File: src/rtl/alu_pkg.sv
// Shared ALU definitions: op-code constants, default widths, requester IDs,
// response slot state encoding and signed-overflow helpers.
// Optional feature macro used by the top: ALU_SHARE_OVERFLOW_EN.
package alu_pkg;

  localparam int DATA_WIDTH_DEF = 32;
  localparam int SEL_WIDTH_DEF  = 4;

  localparam logic [3:0] ALU_AND = 4'b0000;
  localparam logic [3:0] ALU_OR  = 4'b0001;
  localparam logic [3:0] ALU_ADD = 4'b0010;
  localparam logic [3:0] ALU_SUB = 4'b0110;
  localparam logic [3:0] ALU_SLT = 4'b0111;

  localparam logic REQ_EXEC = 1'b0;
  localparam logic REQ_AUX  = 1'b1;

  typedef enum logic {
    SLOT_EMPTY = 1'b0,
    SLOT_FULL  = 1'b1
  } slot_state_t;

  // Signed overflow on addition: operands agree in sign, result does not.
  function automatic logic add_overflow(input logic a_msb, input logic b_msb, input logic r_msb);
    return (a_msb == b_msb) && (r_msb != a_msb);
  endfunction

  // Signed overflow on subtraction: operands differ in sign, result sign differs from operand A.
  function automatic logic sub_overflow(input logic a_msb, input logic b_msb, input logic r_msb);
    return (a_msb != b_msb) && (r_msb != a_msb);
  endfunction

endpackage

File: src/rtl/alu_share_arbiter_alu.sv
// Combinational 32-bit ALU shared by the arbiter. Unknown op codes yield 0.
module alu
  import alu_pkg::*;
#(
  parameter int DATA_WIDTH = DATA_WIDTH_DEF,
  parameter int SEL_WIDTH  = SEL_WIDTH_DEF
) (
  input  logic [DATA_WIDTH-1:0] operand1,
  input  logic [DATA_WIDTH-1:0] operand2,
  input  logic [SEL_WIDTH-1:0]  alu_select,
  output logic [DATA_WIDTH-1:0] result,
  output logic                  zero_flag
);

  logic [DATA_WIDTH-1:0] result_s;

  // Operation decode; SLT is an unsigned compare producing 1/0.
  always_comb begin
    result_s = {DATA_WIDTH{1'b0}};
    case (alu_select)
      ALU_AND: result_s = operand1 & operand2;
      ALU_OR:  result_s = operand1 | operand2;
      ALU_ADD: result_s = operand1 + operand2;
      ALU_SUB: result_s = operand1 - operand2;
      ALU_SLT: result_s = {{(DATA_WIDTH-1){1'b0}}, (operand1 < operand2)};
      default: result_s = {DATA_WIDTH{1'b0}};
    endcase
  end

  assign result    = result_s;
  assign zero_flag = (result_s == {DATA_WIDTH{1'b0}});

endmodule

File: src/rtl/alu_share_arbiter_rr_arbiter2.sv
// Two-input round-robin arbiter. Grants are combinational and only issued
// while enabled; the last_grant register moves only when a grant is given,
// which the top treats as an accept (a grant implies the request is valid).
module rr_arbiter2 #(
  parameter bit FIRST_PRIORITY = 1'b0
) (
  input  logic clk,
  input  logic reset,
  input  logic enable,
  input  logic req0,
  input  logic req1,
  output logic grant0,
  output logic grant1
);

  logic last_grant_r;
  logic grant0_s;
  logic grant1_s;

  // Grant selection: a lone requester wins; on contention the one not granted last wins.
  always_comb begin
    grant0_s = 1'b0;
    grant1_s = 1'b0;
    if (enable) begin
      if (req0 && !req1) begin
        grant0_s = 1'b1;
      end else if (req1 && !req0) begin
        grant1_s = 1'b1;
      end else if (req0 && req1) begin
        if (last_grant_r) begin
          grant0_s = 1'b1;
        end else begin
          grant1_s = 1'b1;
        end
      end else begin
        grant0_s = 1'b0;
        grant1_s = 1'b0;
      end
    end else begin
      grant0_s = 1'b0;
      grant1_s = 1'b0;
    end
  end

  // Priority pointer: reset so FIRST_PRIORITY wins first, then track the last winner.
  always_ff @(posedge clk) begin
    if (reset) begin
      last_grant_r <= ~FIRST_PRIORITY;
    end else if (grant0_s) begin
      last_grant_r <= 1'b0;
    end else if (grant1_s) begin
      last_grant_r <= 1'b1;
    end
  end

  assign grant0 = grant0_s;
  assign grant1 = grant1_s;

endmodule

File: src/rtl/alu_share_arbiter.sv
// Shares one ALU between two valid/ready requesters with round-robin
// arbitration and a single-entry registered response slot tagged with the
// requester ID. Optional macro ALU_SHARE_OVERFLOW_EN adds rsp_overflow.
module alu_share_arbiter
  import alu_pkg::*;
#(
  parameter int DATA_WIDTH     = DATA_WIDTH_DEF,
  parameter int SEL_WIDTH      = SEL_WIDTH_DEF,
  parameter int FIRST_PRIORITY = 0
) (
  input  logic                  clk,
  input  logic                  reset,
  input  logic                  req0_valid,
  output logic                  req0_ready,
  input  logic [DATA_WIDTH-1:0] req0_operand1,
  input  logic [DATA_WIDTH-1:0] req0_operand2,
  input  logic [SEL_WIDTH-1:0]  req0_alu_select,
  input  logic                  req1_valid,
  output logic                  req1_ready,
  input  logic [DATA_WIDTH-1:0] req1_operand1,
  input  logic [DATA_WIDTH-1:0] req1_operand2,
  input  logic [SEL_WIDTH-1:0]  req1_alu_select,
  output logic                  rsp_valid,
  input  logic                  rsp_ready,
  output logic                  rsp_id,
  output logic [DATA_WIDTH-1:0] rsp_result,
  output logic                  rsp_zero_flag
`ifdef ALU_SHARE_OVERFLOW_EN
  ,
  output logic                  rsp_overflow
`endif
);

  slot_state_t           state_r;
  slot_state_t           state_next_s;
  logic                  can_accept_s;
  logic                  grant0_s;
  logic                  grant1_s;
  logic                  accept_s;
  logic [DATA_WIDTH-1:0] alu_a_s;
  logic [DATA_WIDTH-1:0] alu_b_s;
  logic [SEL_WIDTH-1:0]  alu_sel_s;
  logic [DATA_WIDTH-1:0] alu_result_s;
  logic                  alu_zero_s;
  logic                  rsp_id_r;
  logic [DATA_WIDTH-1:0] rsp_result_r;
  logic                  rsp_zero_r;

  // Reset blocks acceptance so nothing issued in the reset cycle produces a response.
  assign can_accept_s = !reset && ((state_r == SLOT_EMPTY) || rsp_ready);

  rr_arbiter2 #(
    .FIRST_PRIORITY (FIRST_PRIORITY != 0)
  ) u_arb (
    .clk    (clk),
    .reset  (reset),
    .enable (can_accept_s),
    .req0   (req0_valid),
    .req1   (req1_valid),
    .grant0 (grant0_s),
    .grant1 (grant1_s)
  );

  assign req0_ready = grant0_s;
  assign req1_ready = grant1_s;
  assign accept_s   = (req0_valid && grant0_s) || (req1_valid && grant1_s);

  // Operand mux: route the granted requester into the shared ALU.
  always_comb begin
    if (grant1_s) begin
      alu_a_s   = req1_operand1;
      alu_b_s   = req1_operand2;
      alu_sel_s = req1_alu_select;
    end else begin
      alu_a_s   = req0_operand1;
      alu_b_s   = req0_operand2;
      alu_sel_s = req0_alu_select;
    end
  end

  alu #(
    .DATA_WIDTH (DATA_WIDTH),
    .SEL_WIDTH  (SEL_WIDTH)
  ) u_alu (
    .operand1   (alu_a_s),
    .operand2   (alu_b_s),
    .alu_select (alu_sel_s),
    .result     (alu_result_s),
    .zero_flag  (alu_zero_s)
  );

  // Slot next state: fill on accept, drain when consumed without a refill.
  always_comb begin
    state_next_s = state_r;
    case (state_r)
      SLOT_EMPTY: begin
        if (accept_s) begin
          state_next_s = SLOT_FULL;
        end else begin
          state_next_s = SLOT_EMPTY;
        end
      end
      SLOT_FULL: begin
        if (rsp_ready) begin
          if (accept_s) begin
            state_next_s = SLOT_FULL;
          end else begin
            state_next_s = SLOT_EMPTY;
          end
        end else begin
          state_next_s = SLOT_FULL;
        end
      end
      default: state_next_s = SLOT_EMPTY;
    endcase
  end

  // Slot state register.
  always_ff @(posedge clk) begin
    if (reset) begin
      state_r <= SLOT_EMPTY;
    end else begin
      state_r <= state_next_s;
    end
  end

  // Response payload: loaded only on accept, so it stays frozen under backpressure.
  always_ff @(posedge clk) begin
    if (reset) begin
      rsp_id_r     <= 1'b0;
      rsp_result_r <= {DATA_WIDTH{1'b0}};
      rsp_zero_r   <= 1'b0;
    end else if (accept_s) begin
      rsp_id_r     <= grant1_s;
      rsp_result_r <= alu_result_s;
      rsp_zero_r   <= alu_zero_s;
    end
  end

`ifdef ALU_SHARE_OVERFLOW_EN
  logic ovf_s;
  logic rsp_ovf_r;

  // Signed overflow detection for ADD and SUB on the granted operands.
  always_comb begin
    ovf_s = 1'b0;
    case (alu_sel_s)
      ALU_ADD: ovf_s = add_overflow(alu_a_s[DATA_WIDTH-1], alu_b_s[DATA_WIDTH-1],
                                    alu_result_s[DATA_WIDTH-1]);
      ALU_SUB: ovf_s = sub_overflow(alu_a_s[DATA_WIDTH-1], alu_b_s[DATA_WIDTH-1],
                                    alu_result_s[DATA_WIDTH-1]);
      default: ovf_s = 1'b0;
    endcase
  end

  // Overflow flag registered alongside the result.
  always_ff @(posedge clk) begin
    if (reset) begin
      rsp_ovf_r <= 1'b0;
    end else if (accept_s) begin
      rsp_ovf_r <= ovf_s;
    end
  end

  assign rsp_overflow = rsp_ovf_r;
`endif

  assign rsp_valid     = (state_r == SLOT_FULL);
  assign rsp_id        = rsp_id_r;
  assign rsp_result    = rsp_result_r;
  assign rsp_zero_flag = rsp_zero_r;

endmodule

File: config.mk
export PLATFORM = sky130hd
export DESIGN_NAME = alu_share_arbiter
export DESIGN_NICKNAME = d
export VERILOG_FILES = /design/src/rtl/alu_pkg.sv /design/src/rtl/alu_share_arbiter_alu.sv /design/src/rtl/alu_share_arbiter_rr_arbiter2.sv /design/src/rtl/alu_share_arbiter.sv
export SDC_FILE = /design/constraint.sdc
export NUM_CORES = 1
export LEC_CHECK = 0
export BUFFER_PORTS_ARGS = -buffer_cell sky130_fd_sc_hd__buf_4
export CAP_MARGIN = 10
export CORE_UTILIZATION = 57
export DETAILED_ROUTE_END_ITERATION = 6
export PLACE_DENSITY = 0.94
export SLEW_MARGIN = 0
export SYNTH_ARGS = -nofsm -noshare
export SYNTH_HDL_FRONTEND = slang
export SYNTH_HIERARCHICAL = 1
export SYNTH_SLANG_ARGS = --single-unit
File: constraint.sdc
create_clock -name clk -period 5.15 [get_ports clk]
set_input_delay 0.2575 -clock clk [delete_from_list [all_inputs] [get_ports clk]]
set_output_delay 0.2575 -clock clk [all_outputs]
set_load 0.005 [all_outputs]
Yosys cells after proc, flatten, opt, wreduce, memory -nomap -nowiden
Index checks and enable logic that the tools add are counted.

storage, ports and cells
  register bits after elaboration = 36

operators by class
  equal/unequal tests = 4
  multiplexer cells = 19
  reductions and logical operators = 14
  bitwise operators = 3
  magnitude comparators = 1
  add/subtract/negate cells = 2

operator list
  kind                                                                    count
  32-bit one-hot mux with 5 select lines                                  1
  32-bit two-way mux                                                      2
  32-bit adder                                                            1
  32-bit bitwise AND                                                      1
  32-bit zero test                                                        1
  32-bit less-than comparator                                             1
  32-bit OR                                                               1
  32-bit subtractor                                                       1
  1-bit two-way mux                                                       14
  4-bit by 3-bit equality test with 1-bit output (second input constant)  2
  1-bit logical AND                                                       6
  4-bit by 1-bit equality test with 1-bit output (second input constant)  1
  4-bit by 2-bit equality test with 1-bit output (second input constant)  1
  4-bit zero test                                                         1
  4-bit two-way mux                                                       1
  1-bit zero test                                                         3
  1-bit logical OR                                                        2
  1-bit one-hot mux with 2 select lines                                   1
  2-bit nonzero test                                                      1
  1-bit NOT                                                               1

Longest topological paths before layout
  depth in word-level cells = 10
  gate-level depth with buffers = 24
  mapped depth without buffers = 22

By module
The synthesis kept the hierarchy.

by module, submodules not included
  module             area each (sq um)  times used  seq. area each (sq um)  cells an instance
  alu                5,586.6            1           0.0                     845
  alu_share_arbiter  2,472.4            1           700.7                   230
  rr_arbiter2        58.8               1           20.0                    8

Least setup slack after synthesis
No wires, ideal clock.

  kind = input -> register
  start = in reset
  end = reg rsp_zero_r, in the netlist rsp_zero_flag
  slack = 0.712 ns
  stages = 23
  data required time = 5.078 ns
  library setup time = 0.072 ns
  arrival = 4.367 ns
  path through = clkbuf_1 -> nor2b_1 -> nand2_1 -> a21oi_1 -> buf_6 -> buf_2 -> mux2_2 -> inv_1 -> ha_1 -> buf_2 -> a211oi_1 -> nor2_1 -> or3b_1 -> a211oi_1 -> a21oi_1 -> a211o_1 -> a21oi_1 -> nor2_1 -> a211o_1 -> a22o_1 -> nor4_2 -> nand2b_1 -> mux2i_1

on the way
  longest elaborated chain between the ends = 7
  elaborated cells between the ends (all ways) = 22

ends and longest elaborated chain
  what                                               RTL line                                                  text
  start: declaration                                 alu_share_arbiter.sv:12                                   input logic reset,
  1-bit zero test *                                  alu_share_arbiter.sv:50                                   assign can_accept_s = !reset && ((state_r == SLOT_EMPTY) || rsp_ready);
  1-bit logical AND *                                alu_share_arbiter.sv:50
  named net can_accept_s                             alu_share_arbiter.sv:36                                   logic can_accept_s;
  1-bit two-way mux *                                alu_share_arbiter_rr_arbiter2.sv:24                       if (enable) begin
  named net req1_ready                               alu_share_arbiter.sv:19                                   output logic req1_ready,
  32-bit two-way mux *                               alu_share_arbiter.sv:70                                   if (grant1_s) begin
  named net alu_a_s[13]                              alu_share_arbiter.sv:40                                   logic [DATA_WIDTH-1:0] alu_a_s;
  32-bit subtractor or 32-bit adder (tied branches)  alu_share_arbiter_alu.sv:24, alu_share_arbiter_alu.sv:23
  32-bit one-hot mux with 5 select lines *           alu_share_arbiter_alu.sv:20                               case (alu_select)
  named net alu_result_s[28]                         alu_share_arbiter.sv:43                                   logic [DATA_WIDTH-1:0] alu_result_s;
  32-bit zero test *                                 alu_share_arbiter_alu.sv:31                               assign zero_flag = (result_s == {DATA_WIDTH{1'b0}});
  named net alu_zero_s                               alu_share_arbiter.sv:44                                   logic alu_zero_s;
  end signal: assignment                             alu_share_arbiter.sv:136                                  rsp_zero_r <= alu_zero_s;
  end: declaration                                   alu_share_arbiter.sv:47                                   logic rsp_zero_r;

Mark *: on every way through the listed nets, which the timed path passes. The rest lies on a longest branch.
A chain may end at the register's enable or synchronous reset.

Worst setup path in the final report
  start = reg state_r, in the netlist rsp_valid
  end = reg rsp_zero_r, in the netlist rsp_zero_flag

on the way
  longest elaborated chain between the ends = 8
  elaborated cells between the ends (all ways) = 23

ends and longest elaborated chain
  what                                               RTL line                                                  text
  start: declaration                                 alu_share_arbiter.sv:34                                   slot_state_t state_r;
  start signal: assignment                           alu_share_arbiter.sv:123                                  state_r <= state_next_s;
  1-bit NOT *                                        -
  1-bit logical OR *                                 alu_share_arbiter.sv:50
  1-bit logical AND *                                alu_share_arbiter.sv:50
  named net can_accept_s                             alu_share_arbiter.sv:36
  1-bit two-way mux *                                alu_share_arbiter_rr_arbiter2.sv:24
  32-bit two-way mux *                               alu_share_arbiter.sv:70
  named net alu_a_s[17]                              alu_share_arbiter.sv:40
  32-bit subtractor or 32-bit adder (tied branches)  alu_share_arbiter_alu.sv:24, alu_share_arbiter_alu.sv:23
  32-bit one-hot mux with 5 select lines *           alu_share_arbiter_alu.sv:20
  named net alu_result_s[28]                         alu_share_arbiter.sv:43
  32-bit zero test *                                 alu_share_arbiter_alu.sv:31
  named net alu_zero_s                               alu_share_arbiter.sv:44

Marked as above.

==> impl_metrics.yaml <==
run_status:
  outcome: "completed"
timing:
  hold_viol: 0
  final.setup_skew_ps: 1.972
  maxSlewHeadroom: 0.5469
  timing.final.setup_violations: 0
  timing_worst_slew_pin_value_ps: 672.6
  period_utilization: 0.9530
  final_critical_period_ps: 4908
  fmax_mhz: 203.7
  maxSlewViolCount: 0
cells_and_area:
  fin_util: 0.7197
  drive_above_1_share: 0.2694
  final_common_cell: "sky130_fd_sc_hd__buf_4"
  syn2layout_area_growth_pct: 23.06
  num-nets-final: 1506
  final_cell_count_no_fill: 1442
  insertedDiodeCount: 0
  filler_cell_count: 1116
  final_cell_mix: "232 x sky130_fd_sc_hd__buf_4, 113 x sky130_fd_sc_hd__inv_1, 102 x sky130_fd_sc_hd__ha_1"
global_route:
  groute.layer.met2.usage: 0.5934
  initial_antenna_violation_count: 0
  grt_overflow_total: 0
  vias_in_the_first_global_route: 8515
  gr-usage-met3: 0.05310
  wire_length_of_the_first_global_routing_pass_um: 42090
  gr-usage-met1: 0.4570
  grt_max_degree: 71
  busiest_layer: "met2"
  grt_usage: 0.3558
worst_setup_path:
  timing.rr.start: "rsp_valid"
  timing_worst_setup_path_type: "flop to flop"
  path_cells: "nand2b_1, nor2b_2, nand2_1, a21oi_4, buf_4, clkbuf_16, mux2_2, inv_1, ha_1, a21oi_1, or3b_1, a211oi_1, a21oi_1, a211o_1, a21oi_1, nor2_1, a211o_1, a22o_1, nor4_2, nand2b_1, mux2i_1"
  critPathRequiredTime_ps: 5360
  worst_setup_path_end_kind: "flop"
  cp_slowest_cell: "sky130_fd_sc_hd__or3b_1"
  worst-path-max-fanout: 17
  worst_r2r_endpoint: "rsp_zero_flag"
  critical_path.most_common_cell: "sky130_fd_sc_hd__a21oi_1"
  r2r_cells: 21
  slowest_delay_ps: 410
  r2r_setup_slack_ps: 240
  cell_family_with_most_cp_delay: "compound AO/OA/AOI/OAI gates"
  crit_buf_inv: 3
  critPathLaunchType: "flop"
  worstPathArrival_ps: 5110
yosys:
  synth_area_per_cell_um2: 7.496
  synth-seq-cells: 36
  synth_async_sr_flop_share: 0
  post-synth-top-area-fraction: 0.1572
  yosysUniqueCellTypes: 87
  netlist_top_cells_area: "sky130_fd_sc_hd__ha_1 16%, sky130_fd_sc_hd__dfxtp_1 8.9%, sky130_fd_sc_hd__mux2_2 8.2%"
  ys_warn_count: 6
  cell_taking_the_most_area_after_synthesis: "sky130_fd_sc_hd__ha_1"
  synth_edf_count: 0
  syn-cell-area_um2: 8118
  syn_nets: 1328
  post_synth_inst_count: 1083
  synth-seq-area-share: 0.08878
  postSynth.topFlopCell: "sky130_fd_sc_hd__dfxtp_1"
detailed_routing:
  drt-vias-per-instance: 6.190
  drt_wl_total_um: 26740
  first_iter_violations: 940
  dr_total_vias: 8926
  route.detailed.wl_per_inst_um: 18.54
  drt_drc_violations_left: 0
  postRouteAntennaNets: 0
  total_iterations_of_the_first_detailed_routing_run: 6
clock_network:
  clock_edge_transition_at_the_registers_on_the_reported_setup_and_hold_paths_ps: 50
  clkLatencyLatePin_ps: 280
  htree_levels: 2
  tritoncts_clock_tree: "yes"
  clock_path_buffers: 2
  tritoncts.num_buffers: 5
  postCtsHoldBufs: 0
  ctsRootBufferMaster: "sky130_fd_sc_hd__clkbuf_16"
  clock_sink_count: 36
floorplan:
  die_w_um: 121.3
  core-area_um2: 13880
  floorplan.io_pins: 178
  die_span_in_y_um: 121.3
  design.die.area_um2: 14720
  floorplan.initialDensity: 0.5848
  floorplan.rows: 43
placed_design:
  hpwl_um: 21100
  numPortBuffers: 177
  post-place-cells: 1429
  gpl.final_weighted_congestion: 0.9961
run:
  max-cap-violations: 0
worst_hold_path:
  min_delay_path_depth: 3
  worstHoldStart: "rsp_ready"
  min_path_type: "input pin to flop"
  min_delay_worst_endpoint: "rsp_valid"
power:
  power_leakage_uw: 0.004848
  max-vdd-ir-drop_v: 0.0001180
  powerDensity_nw_per_um2: 185.0
-- what timing repair did --
action,CTS,global route
setup endpoints to repair,0,1
gates resized for setup,0,9
buffers inserted,0,4
hold endpoints to repair,0,0
-- state kept, by name, indices dropped and copies added (netlist names) --
signal and count:
rsp_id 1, rsp_result 32, rsp_valid 1, rsp_zero_flag 1, u_arb/last_grant_r 1
-- per-layer routing --
| layer | routed length [um] | share of wire |
|---|---|---|
| met2 | 12320 | 0.46 |
| met1 | 11120 | 0.42 |
| met4 | 773 | 0.029 |
| met3 | 2524 | 0.094 |
| met5 | 0 | 0 |
-- tightest hold or removal path, delay by kind of cell --
family          cells  cell delay (ps)
simple gates        1              110
buf+inv             1               70
compound gates      1               60
-- logic make-up (layout without fill, tap and decap cells) --
logic type	after synthesis	in the layout	share of synthesized area
DFF	36	36	0.08878
adders and majority gates	104	104	0.1621
and+or+nand+nor	326	326	0.2155
buffers and inverters	179	358	0.09602
muxes	123	123	0.1669
AOI/OAI and AO/OA	303	303	0.2577
xor gates and xnor gates	12	12	0.01295
-- how the worst max path moves through the flow --
stage | start | endpoint | slack (ps) | depth (start not counted)
global route | rsp_valid | rsp_zero_flag | -20 | 23
floorplan | reset | rsp_zero_flag | 710 | 23
finish | rsp_valid | rsp_zero_flag | 240 | 21
global placement | rsp_ready | rsp_zero_flag | 350 | 22
detailed placement | rsp_ready | rsp_zero_flag | 170 | 23
CTS | rsp_valid | rsp_zero_flag | 170 | 21
-- synthesized netlist by cell type, drive strengths merged (4+ instances only) --
master and count:
a221o 4, or2 6, or3 12, o22ai 12
o2111ai 4, o21ai 54, nand3 15, nand2 59
a21oi 87, o221a 4, nor3 21, a221oi 6
nand2b 82, or4 5, inv 113, a31oi 11
o41ai 4, a211oi 11, nor2 68, dfxtp 36
clkbuf 39, buf 26, nand4 12, a21o 15
nor4 10, a211o 8, xnor2 12, o21bai 6
o31ai 7, o21a 5, mux2 69, mux2i 54
a2111oi 6, ha 102, nor2b 15, o311a 4
o211ai 23
-- where the power goes --
group          internal (uW)  total (uW)  switching, uW
clock                    193         299            107
sequential               292         300           7.87
combinational            534        1250            715
total                   1020        1850            830
-- stage by stage --
step                      power, uW  hold slack [ps]  TNS (ps)  worst slack (ps)  cell area, um2
final                          1848            275.9         0             241.8            9990
after global routing           1958            297.1    -18.00            -18.00            9990
after CTS                      1801            269.6         0             172.5            9908
after detailed placement       1496            471.0         0             165.8            9762
after global placement         1474            461.7         0             347.5            9762
after floorplan                1109            351.8         0             711.5            8118
-- cell type report --
class | instances | area [um2] | area share
Tap cell | 180 | 225.2 | 0.02255
Multi-Input combinational cell | 868 | 6651 | 0.6658
Sequential cell | 36 | 720.7 | 0.07214
Inverter | 114 | 427.9 | 0.04284
Timing Repair Buffer | 236 | 1818 | 0.1820
Clock buffer | 8 | 146.4 | 0.01465
(Power assumes the default switching activity.)
